## config.mk

```make
export PLATFORM = sky130hd
export DESIGN_NAME = time_set_ctrl
export DESIGN_NICKNAME = d
export VERILOG_FILES = /design/src/rtl/clock_pkg.sv /design/src/rtl/wrap_step.sv /design/src/rtl/time_set_ctrl.sv
export SDC_FILE = /design/constraint.sdc
export NUM_CORES = 1
export LEC_CHECK = 0
export CAP_MARGIN = 20
export CORE_MARGIN = 3
export CORE_UTILIZATION = 60
export CTS_BUF_LIST = sky130_fd_sc_hd__clkbuf_16
export CTS_CLUSTER_SIZE = 10
export DETAILED_ROUTE_END_ITERATION = 6
export GPL_TIMING_DRIVEN = 0
export HOLD_SLACK_MARGIN = 0.1
export PLACE_DENSITY = 0.85
export SYNTH_ARGS = -nofsm -noshare
export SYNTH_HDL_FRONTEND = slang
export SYNTH_SLANG_ARGS = --single-unit
```

## constraint.sdc

```tcl
create_clock -name clk -period 7.71 [get_ports clk]
set_clock_uncertainty 0.15 [all_clocks]
set_input_delay 1.9275 -clock clk [delete_from_list [all_inputs] [get_ports clk]]
set_output_delay 1.9275 -clock clk [all_outputs]
set_load 0.02 [all_outputs]
```

## src/rtl/clock_pkg.sv

```systemverilog
// Shared widths, limits, FSM states and field-select encodings for the
// time-of-day counter and its set controller.
package clock_pkg;

    localparam int unsigned H_W    = 5;
    localparam int unsigned M_W    = 6;
    localparam int unsigned S_W    = 6;
    localparam int unsigned TIME_W = 17;

    localparam int unsigned HOUR_MAX   = 23;
    localparam int unsigned MINSEC_MAX = 59;

    typedef enum logic [2:0] {
        ST_RUN,
        ST_SET_H,
        ST_SET_M,
        ST_SET_S,
        ST_COMMIT
    } state_t;

    localparam logic [1:0] SEL_NONE = 2'd0;
    localparam logic [1:0] SEL_HOUR = 2'd1;
    localparam logic [1:0] SEL_MIN  = 2'd2;
    localparam logic [1:0] SEL_SEC  = 2'd3;

endpackage

```

## src/rtl/wrap_step.sv

```systemverilog
// Combinational +1/-1 of a field with modular wrap over 0..MAX.
// Both or neither of inc/dec leaves the value unchanged.
module wrap_step #(
    parameter int unsigned W   = 6,
    parameter int unsigned MAX = 59
) (
    input  logic [W-1:0] val,
    input  logic         inc,
    input  logic         dec,
    output logic [W-1:0] nxt
);

    localparam logic [W-1:0] MAX_V = W'(MAX);
    localparam logic [W-1:0] ONE   = W'(1);

    always_comb begin
        nxt = val;
        if (inc && !dec) begin
            nxt = (val == MAX_V) ? '0 : val + ONE;
        end else if (dec && !inc) begin
            nxt = (val == '0) ? MAX_V : val - ONE;
        end
    end

endmodule

```

## src/rtl/time_set_ctrl.sv

```systemverilog
// Operator time-set FSM: hour -> minute -> second edit with blink phase,
// idle timeout, and a single-cycle load strobe into the time counter.
module time_set_ctrl
    import clock_pkg::*;
#(
    parameter int unsigned TIME_1S    = 50_000_000,
    parameter int unsigned BLINK_HALF = TIME_1S / 4,
    parameter int unsigned TIMEOUT_S  = 10
) (
    input  logic              clk,
    input  logic              rst,
    input  logic              key_mode,
    input  logic              key_inc,
    input  logic              key_dec,
    input  logic [TIME_W-1:0] time_cur,
    output logic              run_en,
    output logic              load,
    output logic [TIME_W-1:0] load_val,
    output logic [1:0]        edit_sel,
    output logic              blink
);

    localparam logic [31:0] BLINK_LAST = 32'(BLINK_HALF - 1);
    localparam logic [31:0] IDLE_LAST  = 32'(TIMEOUT_S * TIME_1S - 1);

    state_t         state;
    logic [H_W-1:0] edit_h, h_nxt;
    logic [M_W-1:0] edit_m, m_nxt;
    logic [S_W-1:0] edit_s, s_nxt;
    logic [31:0]    blink_cnt;
    logic [31:0]    idle_cnt;
    logic           any_step;
    logic           accepted_step;
    logic           blink_wrap;

    assign any_step      = key_inc | key_dec;
    assign accepted_step = key_inc ^ key_dec;
    assign blink_wrap    = (blink_cnt == BLINK_LAST);

    wrap_step #(.W(H_W), .MAX(HOUR_MAX))   u_step_h (.val(edit_h), .inc(key_inc), .dec(key_dec), .nxt(h_nxt));
    wrap_step #(.W(M_W), .MAX(MINSEC_MAX)) u_step_m (.val(edit_m), .inc(key_inc), .dec(key_dec), .nxt(m_nxt));
    wrap_step #(.W(S_W), .MAX(MINSEC_MAX)) u_step_s (.val(edit_s), .inc(key_inc), .dec(key_dec), .nxt(s_nxt));

    always_ff @(posedge clk) begin
        if (rst) begin
            state     <= ST_RUN;
            run_en    <= 1'b1;
            load      <= 1'b0;
            load_val  <= '0;
            edit_sel  <= SEL_NONE;
            blink     <= 1'b0;
            edit_h    <= '0;
            edit_m    <= '0;
            edit_s    <= '0;
            blink_cnt <= '0;
            idle_cnt  <= '0;
        end else begin
            load <= 1'b0;
            case (state)
                ST_RUN: begin
                    if (key_mode) begin
                        edit_h    <= time_cur[16:12];
                        edit_m    <= time_cur[11:6];
                        edit_s    <= time_cur[5:0];
                        state     <= ST_SET_H;
                        run_en    <= 1'b0;
                        edit_sel  <= SEL_HOUR;
                        blink     <= 1'b1;
                        blink_cnt <= '0;
                        idle_cnt  <= '0;
                    end
                end
                ST_SET_H, ST_SET_M, ST_SET_S: begin
                    if (key_mode) begin
                        blink_cnt <= '0;
                        idle_cnt  <= '0;
                        if (state == ST_SET_H) begin
                            state    <= ST_SET_M;
                            edit_sel <= SEL_MIN;
                            blink    <= 1'b1;
                        end else if (state == ST_SET_M) begin
                            state    <= ST_SET_S;
                            edit_sel <= SEL_SEC;
                            blink    <= 1'b1;
                        end else begin
                            state    <= ST_COMMIT;
                            load     <= 1'b1;
                            load_val <= {edit_h, edit_m, edit_s};
                            run_en   <= 1'b1;
                            edit_sel <= SEL_NONE;
                            blink    <= 1'b0;
                        end
                    end else if (any_step) begin
                        // inc+dec together still counts as activity but leaves blink running
                        idle_cnt <= '0;
                        if (accepted_step) begin
                            blink     <= 1'b1;
                            blink_cnt <= '0;
                            case (state)
                                ST_SET_H: edit_h <= h_nxt;
                                ST_SET_M: edit_m <= m_nxt;
                                ST_SET_S: edit_s <= s_nxt;
                                default:  ;
                            endcase
                        end else if (blink_wrap) begin
                            blink     <= ~blink;
                            blink_cnt <= '0;
                        end else begin
                            blink_cnt <= blink_cnt + 32'd1;
                        end
                    end else if (idle_cnt == IDLE_LAST) begin
                        state     <= ST_RUN;
                        run_en    <= 1'b1;
                        edit_sel  <= SEL_NONE;
                        blink     <= 1'b0;
                        blink_cnt <= '0;
                        idle_cnt  <= '0;
                    end else begin
                        idle_cnt <= idle_cnt + 32'd1;
                        if (blink_wrap) begin
                            blink     <= ~blink;
                            blink_cnt <= '0;
                        end else begin
                            blink_cnt <= blink_cnt + 32'd1;
                        end
                    end
                end
                ST_COMMIT: begin
                    state <= ST_RUN;
                end
                default: begin
                    state <= ST_RUN;
                end
            endcase
        end
    end

endmodule
```

==> results of run 1 <==
-- worst min-delay path by stage --
stage                 start            to  cells after the start
3_3_place_gp    load_val[1]   load_val[1]                      2
2_1_floorplan   idle_cnt[1]   idle_cnt[1]                      2
3_5_place_dp   load_val[12]  load_val[12]                      2
6_report       load_val[12]  load_val[12]                      2
4_1_cts        load_val[12]  load_val[12]                      2
5_1_grt        load_val[10]  load_val[10]                      2
-- flip-flops by register name, indices dropped and copies added (netlist names) --
signal,count
blink_cnt,32
idle_cnt,32
load_val,17
edit_m,6
edit_s,6
edit_h,5
state,3
edit_sel,2
blink,1
load,1
run_en,1
-- worst reg2reg max path, cell delays in order (launching register included) --
cell      delay [ns]
dfxtp_1         0.39
ha_1            0.22
and3_1          0.19
nand3_1         0.08
nor4_1          0.76
nor4_4          0.16
o21bai_4        0.25
buf_6           0.20
nor2_2          0.06
-- metrics by stage --
stage	total power (W)	utilization	setup WS, ns	std cells
5_1_grt	0.00122	0.713	3.00	910
2_1_floorplan	0.000700	-	3.93	723
3_3_place_gp	0.000744	0.683	2.92	895
4_1_cts	0.00118	0.713	3.23	910
3_5_place_dp	0.000749	0.683	2.89	895
6_report	0.00118	0.713	3.14	910
-- layout by cell type (no fill, tap or decap), drive strengths merged, types with 6 or more instances in the layout --
cell type      instances
nand2b                 6
and3                  15
nor2b                 10
inv                   25
a31oi                 11
o21ai                 17
nor4                  16
nor2                 119
nor3                  19
xnor2                 35
a21oi                 41
buf                    9
clkbuf                40
nand2                 89
nand3                 34
clkdlybuf4s50         43
xor2                  28
dfxtp                106
a211oi                14
nand4                 20
ha                    13
and4                   7
-- power by group through the flow --
| stage | combinational [W] | sequential, W | clock, W |
|---|---|---|---|
| 2_1_floorplan | 0.000117 | 0.000584 | 0 |
| 6_report | 0.000170 | 0.000573 | 0.000435 |
| 3_5_place_dp | 0.000164 | 0.000585 | 0 |
| 5_1_grt | 0.000185 | 0.000574 | 0.000464 |
| 3_3_place_gp | 0.000160 | 0.000585 | 0 |
| 4_1_cts | 0.000166 | 0.000572 | 0.000441 |
-- cells by family after synthesis --
family,after synthesis,synth area share
multiplexers,3,0.00525
adder cells (fa/ha/maj),13,0.0284
XOR/XNOR,63,0.0964
buffers and inverters,60,0.0448
flip-flops,106,0.371
AND/OR/NAND/NOR,359,0.316
AO/OA/AOI/OAI,119,0.138
-- layer usage --
layer,up-vias,routed length (µm),GRT usage
met5,-,0,0
met4,0,197,0.0817
met3,24,1130,0.0505
met2,250,6310,0.405
met1,2465,6160,0.347
li1,2636,-,-
-- area by class of cell --
| type | count | area (µm²) |
|---|---|---|
| tap | 129 | 161 |
| clock buffer | 9 | 225 |
| buffer | 40 | 181 |
| multi-input combinational | 557 | 3340 |
| sequential | 106 | 2120 |
| clock inverter | 6 | 48.8 |
| fill | 736 | 2650 |
| inverter | 20 | 75.1 |
| timing repair buffer | 43 | 430 |
==> impl_metrics.csv, run 1 <==
group,metric,value,unit
outcome,status,"completed",
timing,maxSlewHeadroom,0.409,
routing,ant_nets,0,
routing,wl,13.8,mm
yosys,synth_cell_types,61,
pwr,internal-power,0.000849,W
timing,fin_crit,4.57,ns
grt,grt_pass1_wl,23.0,mm
routing,drc,0,
placed_design,place_area,6310,µm²
timing,finalHoldViolCount,0,
pwr,p_switching,0.000329,W
pwr,combPwrFrac,0.145,
grt,antenna_found_initial,0,
timing,rsz0062_at_grt,"false",
pwr,power_frac_seq,0.486,
finish,finalInstanceArea,6590,µm²
setup_path,reg2reg_from,"blink_cnt[0]",
grt,grt_use_total,0.254,
grt,grt_pass1_vias,4941,
die,dieArea,10700,µm²
setup_path,critical_path_buf_inv_count,5,
setup_path,cp_cell_sequence,"clkdlybuf4s50_1 -> inv_1 -> ha_1 -> clkbuf_1 -> buf_1 -> clkbuf_1 -> o21ai_0 -> a31o_2 -> o211ai_1 -> a21oi_1",
pwr,peakVddDrop,119,µV
routing,via_per_inst,5.91,
finish,area_growth,15.1,%
timing,fin_setup_tns,0,ns
setup_path,crit_path_end,"edit_m[3]",
yosys,synth.most_common_cell,"nor2_1",
clocking,cts_tree,"built",
yosys,synth_top_area_share,0.371,
pwr,pwr_density_cell,179,nW/µm²
setup_path,critPathTopFamily,"buffers and inverters",
routing,detail_route.iter0.violations,328,
die,rows,35,
clocking,cts_resized,0,
timing,maxSlewViolCount,0,
grt,overflow,0,
timing,setup_violations,0,
yosys,ys_warn_count,0,
clocking,clk_pin_slew_worst_paths,0.07,ns
yosys,synth.ff_latch_count,106,
die,initial_utilization,0.619,
clocking,clock-sinks,106,
yosys,synth_top_area_cell,"dfxtp_1",
yosys,async_flop_share,0,
yosys,syn_inst,723,
finish,num_antenna_cells,0,
min_path,hp-class,"flop to flop",
routing,firstDrtPassIters,5,
timing,tightestPinTransition,0.878,ns
setup_path,worstReg2RegEnd,"blink_cnt[10]",
setup_path,cp_data_arrival_time,4.63,ns
yosys,synth_nets,758,
finish,drive_above_1_share,0.0602,
clocking,cts-root-buf,"clkbuf_16",
yosys,synth_area,5720,µm²
clocking,clk_latency,0.35,ns
job,cap_violations,0,
die,fp.coreArea,9240,µm²
yosys,synth_area_leaders,"dfxtp_1 (37%), nor2_1 (7.2%), nand2_1 (5.8%), xnor2_1 (5.4%), xor2_1 (4.3%)",
die,dieWidth,104,µm
setup_path,setup.worst_path.start,"key_dec",
clocking,numCtsBuffers,9,
yosys,synth_edf_count,0,
clocking,postCtsSetupBuffers,0,
clocking,cts_hold_buf,0,
pwr,p_clk_frac,0.369,
pwr,swShare,0.279,
clocking,htree_levels,3,
grt,grt_max_degree,19,
setup_path,required,7.77,ns
setup_path,critPathSlowestCell,"buf_1",
setup_path,endpoint_kind,"flop",
clocking,clk_path_buf_depth,2,
setup_path,critPathMaxStageDelay,0.52,ns
routing,routed-via-count,5375,
finish,nets,812,
yosys,synth_commonest_cells,"nor2_1 (109), dfxtp_1 (106), nand2_1 (89), a21oi_1 (41), xnor2_1 (35)",
timing,period_share,0.593,
routing,avgRoutedWirePerCell,15.2,µm
placed_design,port_buffers,43,
setup_path,worstSetupStartpointType,"primary input",
setup_path,cp_common_cell,"clkbuf_1",
setup_path,r2r_slack,5.14,ns
pwr,leakagePower,2.15,nW
die,fp.dieH,104,µm
timing,hold_slack,0.306,ns
placed_design,place_congestion,0.921,
yosys,synth_flop_cell,"dfxtp_1",
yosys,yosysSeqAreaShare,0.371,
die,io_pins,44,
setup_path,critPathKind,"primary input to flop",
setup_path,r2r_cells,8,
placed_design,dp_hpwl,9.82,mm
setup_path,cp_max_fo,10,
yosys,synth_area_per_cell,7.91,µm²
timing,fmax,219,MHz
setup_path,crit_cells,10,
(Power assumes the default switching activity.)
==> inputs of run 2 (changes only) <==
- CORE_UTILIZATION: 60 -> 59
- PLACE_DENSITY: 0.85 -> 0.83
- clock period: 7.71 -> 4.3 ns (I/O delays scaled with it)
==> impl_metrics.csv, run 2 (same netlist as run 1, synthesis figures left out) <==
group,metric,value,unit
min_path,min_delay_worst_endpoint,"load_val[4]",
setup_path,worstSetupStartpointType,"primary input",
die,initial_utilization,0.613,
clocking,clk_latency,0.36,ns
die,dieArea,10900,µm²
clocking,cts-root-buf,"clkbuf_16",
finish,top_regs,"blink_cnt (32), idle_cnt (32), load_val (17)",
timing,fmax,271,MHz
pwr,pwr_density_cell,325,nW/µm²
setup_path,cp_data_arrival_time,3.76,ns
finish,final_core_util,0.709,
die,fp.dieH,104,µm
finish,drive_above_1_share,0.0614,
timing,tightestPinTransition,0.819,ns
clocking,cts_hold_buf,0,
timing,fin_crit,3.69,ns
routing,wl,13.9,mm
finish,final_common_cell,"nor2_1",
pwr,leakagePower,2.16,nW
routing,via_per_inst,5.84,
placed_design,dp_hpwl,10.0,mm
timing,fin_setup_tns,0,ns
setup_path,r2r_slack,1.75,ns
timing,rsz0062_at_grt,"false",
clocking,cts_resized,0,
routing,avgRoutedWirePerCell,15.2,µm
placed_design,pre_cts_ws,0.283,ns
setup_path,cp_max_fo,10,
clocking,clk_pin_slew_worst_paths,0.08,ns
routing,ant_nets,0,
outcome,status,"completed",
die,io_pins,44,
grt,grt_max_degree,21,
timing,maxSlewHeadroom,0.449,
clocking,clock-sinks,106,
placed_design,placedCellCount,895,
routing,detail_route.iter0.violations,360,
clocking,clk_path_buf_depth,2,
setup_path,endpoint_kind,"flop",
pwr,peakVddDrop,273,µV
die,rows,35,
grt,overflow,0,
clocking,postCtsSetupBuffers,0,
die,dieWidth,104,µm
routing,routed-via-count,5321,
pwr,internal-power,0.00153,W
pwr,combPwrFrac,0.140,
finish,fin_cells,911,
min_path,hold_path_depth,2,
placed_design,place_area,6310,µm²
pwr,swShare,0.287,
grt,antenna_found_initial,0,
finish,area_growth,15.6,%
clocking,htree_levels,3,
pwr,power_frac_seq,0.477,
min_path,hp-class,"flop to flop",
setup_path,critPathKind,"primary input to flop",
routing,firstDrtPassIters,5,
timing,setup_violations,0,
timing,period_share,0.858,
setup_path,required,4.37,ns
job,cap_violations,0,
die,fp.coreArea,9330,µm²
setup_path,worstReg2RegEnd,"blink_cnt[30]",
grt,grt_pass1_wl,24.0,mm
pwr,p_clk_frac,0.383,
setup_path,r2r_cells,8,
finish,final_cell_mix,"nor2_1 (109), dfxtp_1 (106), nand2_1 (89)",
setup_path,reg2reg_from,"blink_cnt[0]",
grt,grt_use_total,0.263,
placed_design,port_buffers,43,
placed_design,place_congestion,0.956,
timing,finalHoldViolCount,0,
pwr,p_switching,0.000618,W
clocking,numCtsBuffers,9,
clocking,cts_tree,"built",
min_path,min_from,"load_val[4]",
grt,grt_pass1_vias,5100,
timing,setup_ws,0.610,ns
finish,num_antenna_cells,0,
routing,drc,0,
finish,nets,812,
finish,finalInstanceArea,6610,µm²
timing,maxSlewViolCount,0,
## run 2: cell types whose count changed in the layout (fill, tap and decap cells not counted)
cell,previous run,this run
clkinv_8,0,2
clkinv_1,0,1
clkinv_4,0,1
clkinvlp_4,1,0
inv_1,21,20
inv_6,3,2
## run 2: through the flow
step	power, W	hold WS [ns]
after floorplan	0.00126	0.304
after global placement	0.00134	0.293
after detailed placement	0.00134	0.298
after CTS	0.00216	0.307
after global routing	0.00223	0.329
final	0.00215	0.304
## run 2: per-layer routing
layer,GRT usage,vias up,wire length [µm]
met5,0,-,0
met4,0.0769,0,218
met3,0.0590,22,923
met2,0.420,185,6320
met1,0.358,2472,6410
li1,-,2642,-
## run 2: worst max-delay path by stage
stage | from | endpoint | cells after the start | slack (ns)
floorplan | key_dec | edit_m[3] | 9 | 1.38
global placement | key_inc | edit_m[3] | 9 | 0.32
detailed placement | key_inc | edit_m[3] | 9 | 0.28
CTS | key_inc | edit_m[3] | 9 | 0.66
global route | key_inc | edit_m[3] | 9 | 0.41
finish | key_inc | edit_m[3] | 9 | 0.61
## run 2: layout make-up
type	count	area, µm²
plain buffers	40	181
clock buffers	9	225
clock inverters	7	73.8
fillers	755	2720
inverters	20	75.1
multi-input cells	557	3340
flip-flops and latches	106	2120
well taps	129	161
repair buffers	43	430
## run 2: critical path: stages
cell             delay, ns
clkdlybuf4s50_1       0.51
ha_1                  0.22
clkbuf_1              0.39
buf_1                 0.50
clkbuf_1              0.41
o21ai_0               0.21
a31o_2                0.27
o211ai_1              0.08
a21oi_1               0.10
## run 2: power groups by stage
| stage | Clock [W] | Sequential, W | Combinational, W |
|---|---|---|---|
| after floorplan | 0 | 0.00105 | 0.000209 |
| after global placement | 0 | 0.00105 | 0.000287 |
| after detailed placement | 0 | 0.00105 | 0.000293 |
| after CTS | 0.000834 | 0.00103 | 0.000296 |
| after global routing | 0.000869 | 0.00103 | 0.000334 |
| final | 0.000823 | 0.00103 | 0.000301 |
